**config.mk**
```make
export PLATFORM = sky130hd
export DESIGN_NAME = lfp_mult_e3m4_fig3_core
export DESIGN_NICKNAME = d
export VERILOG_FILES = /design/src/rtl/lfp_mult_e3m4_fig3_core.sv
export SDC_FILE = /design/constraint.sdc
export NUM_CORES = 1
export LEC_CHECK = 0
export CORE_MARGIN = 1.5
export CORE_UTILIZATION = 45
export CTS_BUF_LIST = sky130_fd_sc_hd__clkbuf_4 sky130_fd_sc_hd__clkbuf_8
export CTS_CLUSTER_DIAMETER = 80
export DETAILED_ROUTE_END_ITERATION = 10
export HOLD_SLACK_MARGIN = 0.05
export PLACE_DENSITY = 0.95
export SYNTH_ARGS = -nofsm -noshare
export SYNTH_HDL_FRONTEND = slang
export SYNTH_SLANG_ARGS = --single-unit
```
**constraint.sdc**
```tcl
create_clock -name clk -period 5.7 [get_ports clk]
set_input_delay 0.57 -clock clk [delete_from_list [all_inputs] [get_ports clk]]
set_output_delay 0.57 -clock clk [all_outputs]
set_load 0.005 [all_outputs]
```
**src/rtl/lfp_mult_e3m4_fig3_core.sv**
```systemverilog
// E3M4 x E3M4 -> E4M4 log-domain (Mitchell) multiplier with a single output register.
// Mantissa fractions are added instead of multiplied, so the result never exceeds the exact product.
module lfp_mult_e3m4_fig3_core (
    input  logic       clk,
    input  logic       rst,
    input  logic       in_valid,
    input  logic [7:0] x1,
    input  logic [7:0] x2,
    output logic [8:0] y,
    output logic       out_valid
);

    logic [4:0] msum;
    logic [3:0] exp_sum;
    logic       is_zero;
    logic [8:0] product;

    // Carry out of the mantissa sum bumps the exponent; 7+7+1 fits in 4 bits, so no saturation.
    always_comb begin
        msum    = {1'b0, x1[3:0]} + {1'b0, x2[3:0]};
        exp_sum = {1'b0, x1[6:4]} + {1'b0, x2[6:4]} + {3'b000, msum[4]};
        is_zero = (x1[6:4] == 3'd0) || (x2[6:4] == 3'd0);
        product = is_zero ? 9'h000 : {x1[7] ^ x2[7], exp_sum, msum[3:0]};
    end

    always_ff @(posedge clk) begin
        if (rst) begin
            y         <= 9'h000;
            out_valid <= 1'b0;
        end else begin
            out_valid <= in_valid;
            if (in_valid) begin
                y <= product;
            end
        end
    end

endmodule

```
# Yosys cells after proc, flatten, opt, wreduce, memory -nomap -nowiden
# Index checks and enable logic that the tools add are counted.
dict set report totals {
  register_bits 10
  latch_bits 0
  ram_bits 0
  romBits 0
  inputBits 19
  output_inout_bits 10
  wordCells 10
  memories 0
}
dict set report classes {
  add_sub_neg 3
  n_mul 0
  n_div 0
  order_cmp 0
  n_eq_ne 0
  shifts 0
  n_mux 1
  bitwise 1
  n_reduce_logical 3
}
# operator count
set op_table {}
lappend op_table {{2-to-1 mux 9 bit} 1}
lappend op_table {{logical NOT 3 bit} 2}
lappend op_table {{adder 4 x 4 -> 5 bit} 1}
lappend op_table {{adder 3 x 3 -> 4 bit} 1}
lappend op_table {{adder 4 x 1 -> 4 bit} 1}
lappend op_table {{logical OR 1 bit} 1}
lappend op_table {{XOR 1 bit} 1}

# Longest topological paths before layout
dict set report logic_depth {
  ltp_word 3
  ltp_mapped 11
  depth_no_buf 11
}

# Worst setup path before layout
# Ideal clock, no wire load.
dict set report synth_timing {
  path_kind {input port to flip-flop}
  from {input port x1[0]}
  to {register y[6]}
  setup_ns 0.128
  arrival_ns 2.454
  required_time_ns 5.572
  setup_slack_ns 3.118
  cell_stages 11
  path_buffers 0
  cell_sequence {ha_1 inv_1 fa_1 inv_1 a21o_1 a21oi_1 fa_1 fa_1 xnor2_1 a22oi_1 nor2_1}
}
dict set report synth_via {
  elab_chain_len 3
}
# item line_no
set synth_rtl {}
lappend synth_rtl {{start, declared} 7} ;# input logic [7:0] x1,
lappend synth_rtl {{adder 4 x 4 -> 5 bit} 20} ;# msum = {1'b0, x1[3:0]} + {1'b0, x2[3:0]};
lappend synth_rtl {{adder 4 x 1 -> 4 bit} 21} ;# exp_sum = {1'b0, x1[6:4]} + {1'b0, x2[6:4]} + {3'b000, msum[4]};
lappend synth_rtl {{2-to-1 mux 9 bit} 23} ;# product = is_zero ? 9'h000 : {x1[7] ^ x2[7], exp_sum, msum[3:0]};
lappend synth_rtl {{end signal, assigned} 33} ;# y <= product;
lappend synth_rtl {{end, declared} 9} ;# output logic [8:0] y,
# No other way between the ends.
# A chain may end at the register's enable or synchronous reset.

# Worst setup path in the final report
# Same ends and word-level chain as after synthesis.

==> summary.txt <==
Power and ir drop
  – Worst IR Drop VDD: between 0.1 and 0.15 mV
  – Cell Pwr Density: approximately 210 nW/um^2
  – Leakage: a little over 0.4 nW

Timing
  – Setup TNS: 0 ns
  – Post-layout min period: around 2.9 ns
  – RSZ-0062 raised after global routing: no
  – Relative slew slack: between 70% and 80%
  – Pins Over Slew Limit: 0
  – Final setup violation count: 0
  – Layout Skew: 0 ns
  – Tcrit/Tclk final: slightly above 50%
  – Worst Tran Pin Value: slightly below 0.4 ns
  – F_max: approximately 340 MHz
  – Final Hold Vio Count: 0

Clock network
  – CTS Hold Buffers Added: 0
  – Clk Latency, worst-skew pair: roughly 0.26 ns
  – Cts bufs inserted: 3
  – Cell chosen for the clock root: clkbuf_4
  – CTS-repair resized insts: 0
  – Clock-pin slew on the worst setup and hold paths: about 0.060 ns
  – Clock Sinks: 10
  – CTS Buffer Depth: 2
  – CTS tree: done
  – H-tree level count: 1
  – Post-CTS setup buffers: 0

Status
  – Status: completed

Worst setup path
  – Worst Reg2Reg Path Length in Cells: 2
  – RR Startpoint: y[2]
  – Critical R2R Capture: y[2]
  – Critical Path Start Type: input pin
  – CP Capture Type: flop
  – Crit path DAT: 3.07 ns
  – WS Path Type: input pin to flop
  – Max FO, Critical Path: 2
  – Crit path to: y[6]
  – R2R Setup Slk: between 5 and 6 ns
  – WP data required: between 5 and 6 ns
  – Worst Setup SP: x1[0]

Synthesis
  – Ys Warns: 0
  – Synthesis-stage register bit count: 10
  – Largest cells by area after synthesis: dfxtp_1 (32%), ha_1 (12%), fa_1 (9.6%)
  – Mean Syn Cell Area: approximately 10 um^2
  – Share of the yosys chip area belonging to registers: a little under a third
  – EDFF count, synth: 0
  – Synth Cell Area: 627 um^2
  – Share of the synthesized area in the top cell type: between 30% and 40%
  – FFs w/ async S/R, synth: 0%
  – Synth cell types: 23
  – Yosys top cell by area: dfxtp_1
  – Synth Flop Type: dfxtp_1
  – Syn_nets: 91
  – Synthesized instance count: 63

Layout
  – Most frequent cells in the layout: clkdlybuf4s50_1 (28), dfxtp_1 (10), inv_1 (9)
  – Area of the multi-input gates: around 390 um^2
  – Finished Layout Cells: around 110
  – N_diodes: 0
  – Layout cells sized above 1: under 10%
  – # nets final: between 100 and 150
  – Area grow syn2layout: 52.9%
  – # fillers: approximately 100
  – Register area: roughly 200 um^2
  – Commonest non-fill, non-tap cell in the layout: clkdlybuf4s50_1

Place
  – GP Congestion: about 0.70
  – Detailed placement HPWL: approximately 1.2 mm
  – Placed Instances: approximately 110
  – IO buf count: 28

Floorplanning
  – Die ar.: between 1500 and 2000 um^2
  – Effective utilization at floorplan: 48.2%
  – Core area: about 1300 um^2
  – DIE WIDTH: 40.3 um
  – Die height: a little over 40 um
  – I/O Pins: 29
  – Row count: 13

Routing
  – Vias per inst: about 5
  – Final ANT Viol Nets: 0
  – # DRC: 0
  – DR iter-0 viols: 13
  – Final WL: 1.43 mm
  – DRT Pass-1 Iters: 4
  – DR WL/cell: around 13 um
  – Routed vias: 550

Global route
  – GR Util met2: a little over two fifths
  – Largest net degree at the start of global routing: 12
  – Met1 Use GR: 22.5%
  – GRT Total Usage: a little over a fifth
  – Busiest grt layer: met2
  – Vias in the first global route: 580
  – First-pass GRT wire length: about 2.3 mm
  – Initial antenna violation count: 0
  – Total global routing overflow: 0
  – Met3 usage: 1.67%

Run
  – Max cap viols: 0

Min path
  – HP Class: flop to flop
==> registers in the layout, summed over array words and instances, names as in the netlist <==
name,count
y,9
out_valid,1
==> worst min-delay path by stage <==
stage,start,endpoint,cells past startpoint
2_1_floorplan,y[7],y[7],2
3_3_place_gp,y[7],y[7],2
3_5_place_dp,y[7],y[7],2
4_1_cts,y[7],y[7],2
5_1_grt,y[7],y[7],2
6_report,y[7],y[7],2
==> report_power, final <==
| group | internal (W) | switching, W | leakage, nW |
|---|---|---|---|
| Clock | 0.0000388 | 0.0000245 | 0.0210 |
| Sequential | 0.0000754 | 0.00000292 | 0.0822 |
| Combinational | 0.0000379 | 0.0000248 | 0.311 |
| Total | 0.000152 | 0.0000522 | 0.415 |
==> cell type report <==
class / instances / share of cell area (%)
clock buffers: 4 / 3.79
inverters: 10 / 3.92
multi-input cells: 42 / 40.2
flip-flops and latches: 10 / 20.9
well taps: 15 / 1.96
repair buffers: 28 / 29.2
==> layer usage <==
layer	share of wire [%]	vias up
met5	0	-
met4	0	0
met3	2.6	0
met2	56	15
met1	41	256
li1	-	279
==> cell usage after synthesis (2+ instances only) <==
cell	n
a21oi_1	3
ha_1	6
inv_1	9
fa_1	3
xor2_1	2
a21o_1	2
xnor2_1	2
dfxtp_1	10
a2bb2oi_1	3
a22oi_1	3
nor2_1	8
==> cell families after synthesis <==
logic type | count (synthesis) | synth area share (%)
compound gates | 17 | 25.3
simple gates | 12 | 8.98
buf+inv | 11 | 6.59
flops | 10 | 31.9
fa+ha+maj | 9 | 21.6
xor+xnor | 4 | 5.59
==> through the flow <==
stage / hold slack [ns] / instance area (um^2) / utilization [%] / total power [W] / worst slack [ns]
6_report: 0.472 / 958 / 73.7 / 0.000204 / 2.77
5_1_grt: 0.503 / 958 / 73.7 / 0.000215 / 2.61
4_1_cts: 0.474 / 958 / 73.7 / 0.000205 / 2.77
3_5_place_dp: 0.466 / 922 / 70.9 / 0.000143 / 2.49
3_3_place_gp: 0.457 / 922 / 70.9 / 0.000140 / 2.57
2_1_floorplan: 0.462 / 627 / - / 0.000110 / 3.12
==> critical path, cell delays in order <==
cell	delay, ns
clkdlybuf4s50_1	0.46
ha_1	0.16
inv_1	0.06
fa_1	0.41
inv_1	0.08
a21o_1	0.11
a21oi_1	0.07
fa_1	0.41
fa_1	0.40
xnor2_1	0.13
a22oi_1	0.15
nor2_1	0.05
Power figures use the tool's default switching activity.
